--- src/rtl/fc_mac_array.sv ---
// Fully-connected layer MAC array: one shared input node is multiplied by NUM_LANES weights
// per beat, and the products are accumulated in a two-stage pipeline. Optional macro FC_MAC_ARRAY_RELU_EN clamps negative lane outputs to zero.
module fc_mac_array #(
  parameter int IN_DATA_WIDTH = 8,
  parameter int NUM_LANES     = 4,
  parameter int ACC_WIDTH     = 32,
  parameter int CNT_WIDTH     = 16
) (
  input  logic                               clk,
  input  logic                               reset_n,
  input  logic                               run_i,
  input  logic [CNT_WIDTH-1:0]               num_inputs_i,
  input  logic                               valid_i,
  input  logic [IN_DATA_WIDTH-1:0]           node_i,
  input  logic [NUM_LANES*IN_DATA_WIDTH-1:0] weight_i,
  output logic                               ready_o,
  output logic                               busy_o,
  output logic                               valid_o,
  output logic [NUM_LANES*ACC_WIDTH-1:0]     result_o
);

  typedef enum logic [1:0] {IDLE, ACCUM, DRAIN, DONE} state_t;

  state_t                      state;
  state_t                      state_next;
  logic [CNT_WIDTH-1:0]        remaining;
  logic                        prod_valid;
  logic                        start;
  logic                        accept;
  logic                        last_beat;
  logic signed [IN_DATA_WIDTH-1:0] node_s;

  assign node_s = node_i;

  always_ff @(posedge clk) begin
    if (!reset_n) state <= IDLE;
    else          state <= state_next;
  end

  // Outputs are gated by reset_n so they read 0 for the whole reset cycle,
  // not just after the edge that returns the FSM to IDLE.
  always_comb begin
    state_next = state;
    start      = 1'b0;
    accept     = 1'b0;
    last_beat  = 1'b0;
    ready_o    = 1'b0;
    busy_o     = 1'b0;
    valid_o    = 1'b0;
    case (state)
      IDLE: begin
        start = run_i;
        if (run_i) state_next = (num_inputs_i == '0) ? DONE : ACCUM;
      end
      ACCUM: begin
        ready_o   = reset_n;
        busy_o    = reset_n;
        accept    = valid_i;
        last_beat = valid_i && (remaining == CNT_WIDTH'(1));
        if (last_beat) state_next = DRAIN;
      end
      DRAIN: begin
        busy_o     = reset_n;
        state_next = DONE;
      end
      DONE: begin
        busy_o     = reset_n;
        valid_o    = reset_n;
        state_next = IDLE;
      end
      default: state_next = IDLE;
    endcase
  end

  always_ff @(posedge clk) begin
    if (!reset_n) begin
      remaining  <= '0;
      prod_valid <= 1'b0;
    end else begin
      prod_valid <= accept;
      if (start)       remaining <= num_inputs_i;
      else if (accept) remaining <= remaining - 1'b1;
    end
  end

  for (genvar k = 0; k < NUM_LANES; k++) begin : g_lane
    logic signed [IN_DATA_WIDTH-1:0]   weight;
    logic signed [2*IN_DATA_WIDTH-1:0] product;
    logic signed [ACC_WIDTH-1:0]       prod;
    logic signed [ACC_WIDTH-1:0]       acc;

    assign weight  = weight_i[k*IN_DATA_WIDTH +: IN_DATA_WIDTH];
    assign product = node_s * weight;

    // Stage 1 registers the sign-extended product; stage 2 folds it into the lane sum.
    always_ff @(posedge clk) begin
      if (!reset_n) begin
        prod <= '0;
        acc  <= '0;
      end else begin
        if (accept) prod <= ACC_WIDTH'(product);
        if (start)           acc <= '0;
        else if (prod_valid) acc <= acc + prod;
      end
    end

`ifdef FC_MAC_ARRAY_RELU_EN
    assign result_o[k*ACC_WIDTH +: ACC_WIDTH] = (!reset_n || acc[ACC_WIDTH-1]) ? '0 : acc;
`else
    assign result_o[k*ACC_WIDTH +: ACC_WIDTH] = !reset_n ? '0 : acc;
`endif
  end

endmodule
--- config.mk ---
export PLATFORM = sky130hd
export DESIGN_NAME = fc_mac_array
export DESIGN_NICKNAME = d
export VERILOG_FILES = /design/src/rtl/fc_mac_array.sv
export SDC_FILE = /design/constraint.sdc
export NUM_CORES = 1
export LEC_CHECK = 0
export ABC_AREA = 1
export CAP_MARGIN = 20
export CORE_ASPECT_RATIO = 1.4
export CORE_MARGIN = 2
export CORE_UTILIZATION = 57
export DETAILED_ROUTE_END_ITERATION = 12
export PLACE_DENSITY = 0.77
export SETUP_SLACK_MARGIN = 0.1
export SYNTH_ARGS = -nofsm -noshare
export SYNTH_HDL_FRONTEND = slang
export SYNTH_SLANG_ARGS = --single-unit
--- constraint.sdc ---
create_clock -name clk -period 5.4 [get_ports clk]
set_clock_uncertainty 0.2 [all_clocks]
set_input_delay 0.81 -clock clk [delete_from_list [all_inputs] [get_ports clk]]
set_output_delay 0.81 -clock clk [all_outputs]
set_load 0.05 [all_outputs]
==> summary.txt <==
Initial DRC count -> 1742
Reg-to-reg setup timing slack -> 2330 ps
FFs w/ async S/R, synth -> 0%
Crit path time final -> 4938 ps
Die Span Y -> 268.5 um
I/O Pins -> 191
Resized cells post-CTS -> 0
Mapped Cells -> 4561
Outcome -> finished clean
Critical Path RT -> 5660 ps
CTS tree -> done
Synth Area in Simple Gates -> 30.02%
Initial antenna violation count -> 1
Crit path max fanout -> 32
Num Clock Sinks -> 211
Filler Cell Count -> 4738
Clock network fraction of design power -> 17.1%
Num CTS Buffers -> 25
Die Wd -> 192.9 um
MaxCap Viol Count -> 0
RSZ-0062 raised after global routing -> false
Post-synthesis sequential area ratio -> 14.83%
Design area -> 0.03230 mm^2
Setup TNS -> 0 ps
CTS max path bufs -> 3
Tightest Pin Transition -> 1059 ps
Worst VDD drop -> 231.9 uV
Fmax -> 202.5 MHz
Tcrit/Tclk final -> 91.44%
Worst skew pair latency -> 560 ps
Sequential power share -> 19.5%
Hold slack -> 277.7 ps
Initial core utilization -> 57.96%
Placed Area -> 0.03142 mm^2
Vias -> 27.42k
Synth top cells by count -> nand2_1 (1177), inv_1 (1111), nor2_1 (510)
Largest family of logic cells by synthesized area -> simple AND/OR/NAND/NOR gates
Layout Cells excl Fill -> 5393
Total gr overflow -> 0
Worst slew margin -> 29.26%
Mapped Nets -> 5092
Root buffer cell -> clkbuf_16
Primary FF master, synth -> dfxtp_1
Core Box Area -> 0.04913 mm^2
Synth Area in XOR/XNOR -> 3.045%
FF+latch count, synth -> 211
# nets final -> 5267
Num rows -> 96
H-tree depth -> 1
Syn avg cell area -> 6.243 um^2
Hold_buf cts -> 0
Post-synthesis adder-cell area fraction -> 26.60%
Area growth syn-to-layout -> 13.45%
Detailed Routing Iterations Pass 1 -> 6
Final Hold Viols -> 0
First-pass GRT wire length -> 124100 um
Synth area leaders -> fa_1 (16%), nand2_1 (16%), dfxtp_1 (15%)
Clk slew on worst S/H paths -> 60 ps
DRC Markers -> 0
Crit path launch type -> input port
Cell variety after synth -> 44
Total power -> 10.70 mW
Crit. End Element -> register
Power density cells -> 331.3 mW/mm^2
Type of the worst min-delay path -> reg2reg
P_int -> 5.540 mW
Switch share -> 48.24%
Antenna Nets Post-Route -> 0
Pins Over Slew Limit -> 0
Number of flops mapped to enable cells by yosys -> 0
Largest net degree at the start of global routing -> 72
DRT Wirelength -> 74230 um
Critical path arrival -> 5200 ps
Fraction of layout cells with a size suffix above 1 -> 4.353%
Top cell type's share of synthesized area -> 15.75%
Endpoints failing setup -> 0
HPWL Detailed -> 60000 um
Setup Buffers After CTS -> 0
Crit Path Class -> in2reg
YS warnings -> 0
Vias in the first global route -> 26.49k
Post-Syn Area -> 0.02847 mm^2
Sw Pwr -> 5.163 mW
Die ar. -> 0.05178 mm^2
Placed Cells -> 5346
Post-synthesis compound-gate area fraction -> 8.806%
GRT Util Overall -> 29.16%
GPL Wtd Cong -> 0.9596
Post-synthesis mux area share -> 0.03515%
Wire length per cell -> 13.76 um
P_leak -> 18.97 nW
Port Buffer Count -> 190
Logic pwr share -> 63.4%
Via density -> 5.084
Synth area leader -> fa_1
Most instantiated library cell after synthesis -> nand2_1
placed cells by master, fill, tap and decap left out, types with 37 or more instances in the layout:
cell type / count
nand4_1: 48
nor2_1: 510
nand2_1: 1176
fa_1: 224
inv_1: 1110
nand3_1: 214
dfxtp_1: 210
ha_1: 247
xor2_1: 72
a21oi_1: 184
o21ai_0: 168
clkdlybuf4s50_1: 189
nor3_1: 37
buf_4: 82
cell families after synthesis:
group / after synthesis
buf+inv: 1248
fa+ha+maj: 471
simple gates: 2074
compound gates: 457
mux: 1
xor+xnor: 99
flops: 211
worst max-delay path, stage by stage:
cell,delay [ps]
clkdlybuf4s50_1,510
buf_12,190
nand2_1,170
fa_1,550
inv_1,60
fa_1,490
fa_1,490
inv_1,50
fa_1,530
inv_1,40
ha_1,330
a21oi_1,230
o21ai_0,160
nand2_1,90
nand2_1,50
nor2_1,130
inv_1,50
nand2_1,60
nand3_1,60
nand2_1,80
inv_1,40
power groups by stage:
stage	combinational, mW	clock [mW]	sequential [mW]
finish	6.79	1.83	2.08
global route	7.83	1.92	2.11
CTS	6.80	1.86	2.08
detailed placement	6.76	0	2.11
global placement	6.62	0	2.11
floorplan	5.03	0	1.98
sequential cells by signal, summed over array words and instances, names as in the netlist:
signal	cells
g_lane.acc	128
g_lane.prod	64
remaining	16
state	2
prod_valid	1
area by class of cell:
cell class / count / area (um^2) / area share [%]
multi-input cells: 3102 / 19510 / 60.39
flip-flops and latches: 211 / 4228 / 13.09
inverters: 1115 / 4188 / 12.96
repair buffers: 281 / 2699 / 8.355
well taps: 637 / 797.0 / 2.467
clock buffers: 29 / 670.6 / 2.076
clock inverters: 17 / 210.2 / 0.6507
diodes: 1 / 2.502 / 0.007747
path summary, 6_finish.rpt:
kind / start / end / cells after the start
max: node_i[7] / g_lane[0].prod[15]$_SDFFE_PN0P_ / 21
min: g_lane[3].prod[0]$_SDFFE_PN0P_ / g_lane[3].prod[0]$_SDFFE_PN0P_ / 2
max reg2reg: state[0]$_SDFFE_PN0P_ / g_lane[1].acc[9]$_SDFFE_PP0P_ / 10
min reg2reg: g_lane[3].prod[0]$_SDFFE_PN0P_ / g_lane[3].prod[0]$_SDFFE_PN0P_ / 2
layer usage:
metal	global-route usage (%)	wire, um
met4	11.49	2844
met3	1.718	3368
met2	50.33	35270
met1	38.15	32750
met5	0	0
stage by stage:
| step | utilization, % | setup WS, ps |
|---|---|---|
| 3_3_place_gp | 63.96 | -16.57 |
| 3_5_place_dp | 63.96 | -115.2 |
| 6_report | 65.75 | 462.0 |
| 5_1_grt | 65.75 | 126.6 |
| 4_1_cts | 65.75 | 496.7 |
| 2_1_floorplan | - | 583.9 |
Note: power is estimated with default switching activity, not from simulation.
